--- src/rtl/am2910_ucode_pipe_if.sv ---
`timescale 1ns/1ps
// Bus between the am2910 microcode pipeline and its surroundings: address, store
// loading and debug requests flow in, the issued microword fields flow out.
interface am2910_ucode_pipe_if #(
    parameter int AW     = 6,
    parameter int CTRL_W = 16,
    parameter int NFLAG  = 4
);
    logic [11:0]          Y;
    logic                 we;
    logic [AW-1:0]        waddr;
    logic [22+CTRL_W-1:0] wdata;
    logic [NFLAG-1:0]     status_in;
    logic                 flag_we;
    logic                 halt_req;
    logic                 run_req;
    logic                 step_req;
    logic [3:0]           I;
    logic                 CCEN_BAR;
    logic                 CC_BAR;
    logic                 RLD_BAR;
    logic                 CI;
    logic [11:0]          D;
    logic [CTRL_W-1:0]    ctrl;
    logic                 halted;

    modport master (
        output Y, we, waddr, wdata, status_in, flag_we, halt_req, run_req, step_req,
        input  I, CCEN_BAR, CC_BAR, RLD_BAR, CI, D, ctrl, halted
    );

    modport slave (
        input  Y, we, waddr, wdata, status_in, flag_we, halt_req, run_req, step_req,
        output I, CCEN_BAR, CC_BAR, RLD_BAR, CI, D, ctrl, halted
    );
endinterface

--- src/rtl/am2910_ucode_pipe.sv ---
`timescale 1ns/1ps
// Control store + pipeline register behind an am2910 sequencer, with a flag mux for
// CC_BAR and a HALT/RUN/STEP controller that freezes the sequencer via a HOLD word.
module am2910_ucode_pipe #(
    parameter int AW     = 6,
    parameter int CTRL_W = 16,
    parameter int NFLAG  = 4
) (
    input  logic               clk,
    input  logic               rst,
    am2910_ucode_pipe_if.slave bus
);
    localparam int DEPTH = 2**AW;

    typedef struct packed {
        logic [CTRL_W-1:0] ctrl;
        logic [11:0]       d;
        logic              ci;
        logic              rld_bar;
        logic              ccpol;
        logic [1:0]        ccsel;
        logic              ccen_bar;
        logic [3:0]        i;
    } uword_t;

    typedef enum logic [1:0] {
        S_HALT = 2'd0,
        S_RUN  = 2'd1,
        S_STEP = 2'd2
    } state_t;

    // I=0 (JZ) so the first issued word after reset restarts the sequencer at 0.
    localparam uword_t RESET_W = uword_t'({{CTRL_W{1'b0}}, 12'd0, 1'b1, 1'b1, 1'b0, 2'd0, 1'b1, 4'd0});
    localparam uword_t NOP_W   = uword_t'({{CTRL_W{1'b0}}, 12'd0, 1'b1, 1'b1, 1'b0, 2'd0, 1'b1, 4'd14});
    // CONT with CI=0 recirculates uPC, so the sequencer stands still while halted.
    localparam uword_t HOLD_W  = uword_t'({{CTRL_W{1'b0}}, 12'd0, 1'b0, 1'b1, 1'b0, 2'd0, 1'b1, 4'd14});

    state_t           state_q, state_d;
    uword_t           pipe_q, pipe_d;
    logic [NFLAG-1:0] flags_q, flags_d;
    uword_t           store_q [DEPTH];

    uword_t           fetch_w;
    uword_t           issue_w;
    logic             y_oor;
    logic [3:0]       flags_ext;

    if (AW < 12) begin : g_oor
        assign y_oor = |bus.Y[11:AW];
    end else begin : g_no_oor
        assign y_oor = 1'b0;
    end

    always_comb begin
        state_d = state_q;
        case (state_q)
            S_HALT: begin
                if (bus.halt_req)      state_d = S_HALT;
                else if (bus.run_req)  state_d = S_RUN;
                else if (bus.step_req) state_d = S_STEP;
            end
            S_RUN: begin
                if (bus.halt_req) state_d = S_HALT;
            end
            S_STEP: begin
                if (bus.halt_req)     state_d = S_HALT;
                else if (bus.run_req) state_d = S_RUN;
                else                  state_d = S_HALT;
            end
            default: state_d = S_HALT;
        endcase
    end

    // The store is read asynchronously and captured at the edge, so a same-cycle
    // write to the fetched address is seen only on the following fetch.
    always_comb begin
        fetch_w = store_q[bus.Y[AW-1:0]];
        if (y_oor) fetch_w = NOP_W;
        pipe_d = pipe_q;
        if (state_q != S_HALT) pipe_d = fetch_w;
        flags_d = flags_q;
        if (bus.flag_we) flags_d = bus.status_in;
    end

    always_ff @(posedge clk) begin
        if (rst) begin
            state_q <= S_HALT;
            pipe_q  <= RESET_W;
            flags_q <= '0;
        end else begin
            state_q <= state_d;
            pipe_q  <= pipe_d;
            flags_q <= flags_d;
        end
    end

    always_ff @(posedge clk) begin
        if (bus.we) store_q[bus.waddr] <= uword_t'(bus.wdata);
    end

    always_comb begin
        flags_ext = '0;
        flags_ext[NFLAG-1:0] = flags_q;
        issue_w = (state_q == S_HALT) ? HOLD_W : pipe_q;
    end

    assign bus.I        = issue_w.i;
    assign bus.CCEN_BAR = issue_w.ccen_bar;
    assign bus.RLD_BAR  = issue_w.rld_bar;
    assign bus.CI       = issue_w.ci;
    assign bus.D        = issue_w.d;
    assign bus.ctrl     = issue_w.ctrl;
    assign bus.CC_BAR   = ~(flags_ext[pipe_q.ccsel] ^ pipe_q.ccpol);
    assign bus.halted   = (state_q == S_HALT);
endmodule
--- src/flat_wrapper.sv ---
// flat-port wrapper written by rule: the top's interface ports become plain ports
module am2910_ucode_pipe_flat 
#(
    parameter int AW     = 6,
    parameter int CTRL_W = 16,
    parameter int NFLAG  = 4
)
  (clk, rst, bus_Y, bus_we, bus_waddr, bus_wdata, bus_status_in, bus_flag_we, bus_halt_req, bus_run_req, bus_step_req, bus_I, bus_CCEN_BAR, bus_CC_BAR, bus_RLD_BAR, bus_CI, bus_D, bus_ctrl, bus_halted);
  am2910_ucode_pipe_if #(.AW(AW), .CTRL_W(CTRL_W), .NFLAG(NFLAG)) bus_i ();
  input  logic clk;
  input  logic rst;
  input wire logic [$bits(bus_i.Y)-1:0] bus_Y;
  input wire logic [$bits(bus_i.we)-1:0] bus_we;
  input wire logic [$bits(bus_i.waddr)-1:0] bus_waddr;
  input wire logic [$bits(bus_i.wdata)-1:0] bus_wdata;
  input wire logic [$bits(bus_i.status_in)-1:0] bus_status_in;
  input wire logic [$bits(bus_i.flag_we)-1:0] bus_flag_we;
  input wire logic [$bits(bus_i.halt_req)-1:0] bus_halt_req;
  input wire logic [$bits(bus_i.run_req)-1:0] bus_run_req;
  input wire logic [$bits(bus_i.step_req)-1:0] bus_step_req;
  output wire logic [$bits(bus_i.I)-1:0] bus_I;
  output wire logic [$bits(bus_i.CCEN_BAR)-1:0] bus_CCEN_BAR;
  output wire logic [$bits(bus_i.CC_BAR)-1:0] bus_CC_BAR;
  output wire logic [$bits(bus_i.RLD_BAR)-1:0] bus_RLD_BAR;
  output wire logic [$bits(bus_i.CI)-1:0] bus_CI;
  output wire logic [$bits(bus_i.D)-1:0] bus_D;
  output wire logic [$bits(bus_i.ctrl)-1:0] bus_ctrl;
  output wire logic [$bits(bus_i.halted)-1:0] bus_halted;
  assign bus_i.Y = bus_Y;
  assign bus_i.we = bus_we;
  assign bus_i.waddr = bus_waddr;
  assign bus_i.wdata = bus_wdata;
  assign bus_i.status_in = bus_status_in;
  assign bus_i.flag_we = bus_flag_we;
  assign bus_i.halt_req = bus_halt_req;
  assign bus_i.run_req = bus_run_req;
  assign bus_i.step_req = bus_step_req;
  assign bus_I = bus_i.I;
  assign bus_CCEN_BAR = bus_i.CCEN_BAR;
  assign bus_CC_BAR = bus_i.CC_BAR;
  assign bus_RLD_BAR = bus_i.RLD_BAR;
  assign bus_CI = bus_i.CI;
  assign bus_D = bus_i.D;
  assign bus_ctrl = bus_i.ctrl;
  assign bus_halted = bus_i.halted;
  am2910_ucode_pipe #(.AW(AW), .CTRL_W(CTRL_W), .NFLAG(NFLAG)) u_core (.clk(clk), .rst(rst), .bus(bus_i));
endmodule
--- config.mk ---
export PLATFORM = sky130hd
export DESIGN_NAME = am2910_ucode_pipe_flat
export DESIGN_NICKNAME = d
export VERILOG_FILES = /design/src/rtl/am2910_ucode_pipe_if.sv /design/src/rtl/am2910_ucode_pipe.sv /design/src/flat_wrapper.sv
export SDC_FILE = /design/constraint.sdc
export NUM_CORES = 2
export LEC_CHECK = 0
export ABC_AREA = 1
export BUFFER_PORTS_ARGS = -buffer_cell sky130_fd_sc_hd__buf_2
export CORE_UTILIZATION = 50
export CTS_CLUSTER_DIAMETER = 30
export DETAILED_ROUTE_END_ITERATION = 8
export PLACE_DENSITY = 0.62
export SYNTH_ARGS = -nofsm -noshare
export SYNTH_HDL_FRONTEND = slang
export SYNTH_SLANG_ARGS = --single-unit
--- constraint.sdc ---
create_clock -name clk -period 8.21 [get_ports clk]
set_input_delay 0.4105 -clock clk [delete_from_list [all_inputs] [get_ports clk]]
set_output_delay 0.4105 -clock clk [all_outputs]
set_load 0.01 [all_outputs]
# Word-level counts from Yosys, hierarchy flattened
# Memory sizes are Yosys's and may differ from the RTL's.
# Index checks and enable logic that the tools add are counted.
dict set report op_classes {
  bitwise_logic 2
  muxes 13
  n_eq_ne 4
  magnitude_cmp 1
  reduce_logical 4
}
# cell count
set op_table {}
lappend op_table {{$mux 38} 2}
lappend op_table {{$mux 2} 5}
lappend op_table {{$pmux 2 s3} 1}
lappend op_table {{$reduce_or 6->1} 1}
lappend op_table {{$mux 1} 4}
lappend op_table {{$ne 4x4->1 const B} 1}
lappend op_table {{$lt 2x3->1 const B} 1}
lappend op_table {{$bmux 1 s2} 1}
lappend op_table {{$eq 2x1->1 const B} 1}
lappend op_table {{$eq 2x2->1 const B} 1}
lappend op_table {{$logic_not 2->1} 1}
lappend op_table {{$ne 2x2->1 const B} 1}
lappend op_table {{$reduce_and 2->1} 1}
lappend op_table {{$reduce_bool 2->1} 1}
lappend op_table {{$not 1->1} 1}
lappend op_table {{$xor 1x1->1} 1}
dict set report word_totals {
  n_memories 1
  register_bits 44
  mem_bits_rw 2432
  wordCells 35
  in_bits 67
  out_inout_bits 37
}
# memory words word_bits rd rd_clocked_by_memory_dff wr line_no
set mem_list {}
lappend mem_list {u_core.store_q 64 38 1 0 1 am2910_ucode_pipe.sv:41} ;# uword_t store_q [DEPTH];

# Logic depth before layout (Yosys ltp)
dict set report logic_depth {
  word_depth 4
  ltp_mapped 13
  mapped_depth_nobuf 11
}

# Worst setup path before layout
# No wires, ideal clock.
dict set report synth_timing {
  path_kind {input to register}
  startpoint {input bus_we}
  endpoint {memory u_core.store_q[48][0] (netlist name) (enable)}
  arrival_time_ns 4.602
  n_path_buf 1
  stages 3
  t_required_ns 7.681
  path_slack_ns 3.079
  path_cell_list {clkbuf_1 nand4_1 nor4_1}
}
dict set report synth_between {
  elab_chain_cells 2
}
# element line_no
set synth_lines {}
lappend synth_lines {{start: declaration} flat_wrapper.sv:13} ;# input wire logic [$bits(bus_i.we)-1:0] bus_we;
lappend synth_lines {{$mux 1} am2910_ucode_pipe.sv:98} ;# if (bus.we) store_q[bus.waddr] <= uword_t'(bus.wdata);
lappend synth_lines {{$mux 1 (implied by the code)} am2910_ucode_pipe.sv:98}
lappend synth_lines {{end: declaration} am2910_ucode_pipe.sv:41}
# No other way between the ends.

# Final worst setup path
dict set report layout_timing {
  startpoint {register u_core.state_q[1]}
  endpoint {output bus_D[10]}
}
dict set report layout_between {
  elab_chain_cells 2
}
# element line_no
set layout_lines {}
lappend layout_lines {{start: declaration} am2910_ucode_pipe.sv:38} ;# state_t state_q, state_d;
lappend layout_lines {{start signal: assignment} am2910_ucode_pipe.sv:91} ;# state_q <= state_d;
lappend layout_lines {{$logic_not 2->1} am2910_ucode_pipe.sv:104} ;# issue_w = (state_q == S_HALT) ? HOLD_W : pipe_q;
lappend layout_lines {{$mux 38} am2910_ucode_pipe.sv:104}
lappend layout_lines {{end: declaration} flat_wrapper.sv:26} ;# output wire logic [$bits(bus_i.D)-1:0] bus_D;
# No other way between the ends.

==> out/metrics.cfg <==
[run_status]
status = complete, no violations

[synthesis]
synth_nets = 8288
synth_area_leaders = edfxtp_1, nand3_1, nand2_1
async_flop_share_pct = 0
avgSynthCellArea_um2 = 12.0
synth.distinct_cells = 21
yosys.area.top_type_share_pct = 73.8
synth-main-ff-cell = edfxtp_1
seq_area_frac_synth_pct = 74.7
synthTopCellsByCount = nand2_1, edfxtp_1, nand3_1
yosysMostFrequentCell = nand2_1
ys_ff_latch = 2476
syn_area_um2 = 99000
yosysTopAreaCell = edfxtp_1
synth-warning-count = 0
synthCells = 8221
synth_edf_count = 2432

[detailed_routing]
initialDrtViolationCount = 9362
first_pass_iters = 6
routed-via-count = 68300
antenna_left = 0
drcViolationCount = 0
wire_per_inst_um = 27.0
vias_per_cell = 5.96
drt-total-wl_um = 309000

[worst_hold_path]
hold_class = in2reg
hp-start = bus_wdata[32]

[floorplan]
fp.dieH_um = 447
fp.dieArea_um2 = 200000
row_count = 162
io_pins = 104
start_util_pct = 50.5
dieWidth_um = 447
coreArea_um2 = 196000

[clock_network]
cts.sinks = 2476
insertion_delay_ns = 1.00
clk_path_buf_depth = 4
numCtsBuffers = 481
cts_resized = 0
clkTransAtPathRegs_ns = 0.05
htree_num_levels = 5
root_buffer = clkbuf_16
cts_tree = yes

[critical_path]
crit_path_start = u_core.state_q[1]
crit_chain = nor2_4 > buf_4 > buf_4 > nor2_1 > buf_2
cpPeakStageDelay_ns = 0.80
crit_slowest_cell = buf_4
r2r_start = u_core.state_q[1]
cp-end-kind = output pin
required_ns = 7.80
crit_family = buffers and inverters
worstPathArrival_ns = 3.36
path_class = reg2out
start_kind = register
crit_fanout = 50
timing.critical_path.mode_cell = buf_4
cp.buffers_inverters = 3

[power]
p_per_area_nw_per_um2 = 295
ir_drop_mv = 0.229
p_leak_nw = 42.3

[placement]
portBuffers = 103
gp_congestion = 0.859
place_hpwl_um = 150000

[global_route]
grt_max_degree = 202
antenna_found_initial = 16
track_usage_pct = 30.7
grt_pass1_vias = 64300
grt-ovfl-total = 0
grt_pass1_wl_um = 444000

[sta]
setup_tns_ns = 0
hold_slack_ns = 0.0607
slew_headroom_pct = 13.6
finalSetupViolCount = 0
grt_setup_unrepaired = false
finalHoldViolations = 0
max_freq_ghz = 0.265
min_period_over_period_pct = 45.9
slew_viol_final = 0
tightestPinTransition_ns = 1.30
fin_crit_ns = 3.77
fin_skew_ns = 0.0701

[run]
maxCapViolations = 0

[final_layout]
syn2layout_area_growth_pct = 19.7
drive_gt1_share_pct = 12.1
final_nets = 8488
num-fill-cells = 15100

[cell families after synthesis]
kind of cell / after synthesis / share of synthesized area (%)
XOR/XNOR: 1 / 0.00885
AO/OA/AOI/OAI: 51 / 0.262
flip-flops: 2476 / 74.7
AND/OR/NAND/NOR: 5092 / 22.3
buffers and inverters: 601 / 2.77
[what timing repair did]
action	in CTS	in global routing
setup endpoints to repair	0	0
setup buffers	0	0
endpoints found under the hold margin	17	0
hold buffers	21	0
[routing by layer]
layer | share of wire, % | vias up | wire, um | track usage, %
li1 | - | 29800 | - | -
met1 | 39 | 33600 | 120000 | 41.7
met2 | 46 | 4100 | 143000 | 48.1
met3 | 10 | 734 | 32300 | 5.89
met4 | 4.4 | 2 | 13500 | 13.8
met5 | 0.0042 | - | 13 | 0
[worst register-to-register path: stages (launching register included)]
cell and delay (ns):
dfxtp_1 0.33, nor2_4 0.10, buf_4 0.46, buf_4 0.83
nand2_1 0.16, a21oi_1 0.18
[where the power goes]
part	switching, mW	total [mW]	internal, mW
Sequential	0.0214	14.0	14.0
Clock	6.42	19.4	13.0
Combinational	1.18	1.53	0.354
Total	7.62	34.9	27.3
[flip-flops by register name, summed over array words and instances (netlist names)]
name and cells:
u_core.store_q 2432, u_core.state_q 2, u_core.flags_ext 4, u_core.pipe_q 38
[area by class of cell]
| type | count | area [um2] | area share (%) |
|---|---|---|---|
| Antenna cell | 7 | 17.5 | 0.0148 |
| Multi-Input combinational cell | 5144 | 22800 | 19.2 |
| Tap cell | 2624 | 3280 | 2.77 |
| Clock inverter | 327 | 3710 | 3.13 |
| Clock buffer | 547 | 12400 | 10.5 |
| Inverter | 54 | 235 | 0.199 |
| Sequential cell | 2476 | 73900 | 62.4 |
| Timing Repair Buffer | 264 | 2070 | 1.75 |
[per-stage QoR]
stage	power [mW]	cells	setup WS [ns]	utilization (%)	cell area, um2
after global placement	15.7	10500	4.33	52.1	102000
after detailed placement	15.8	10500	4.26	52.1	102000
after CTS	35.0	11400	4.47	60.5	118000
after global routing	35.8	11400	4.47	60.5	118000
after floorplan	15.1	8221	3.08	-	99000
final	34.9	11400	4.44	60.5	118000
[cell usage in the layout, fill, tap and decap left out, drive strengths merged, types with 44 or more instances in the layout]
cell type	count
nand2	2667
edfxtp	2432
nand3	2303
clkbuf	548
buf	242
clkinv	176
nor2	101
inv	81
bufinv	69
clkinvlp	55
dfxtp	44
[final timing paths]
check,endpoint,slack (ns),depth (start not counted)
min reg2reg,u_core.pipe_q[23],0.47,2
max reg2reg,u_core.pipe_q[35],6.04,5
min,u_core.store_q[38][32],0.06,2
max,bus_D[10],4.44,5
(Power assumes the default switching activity.)
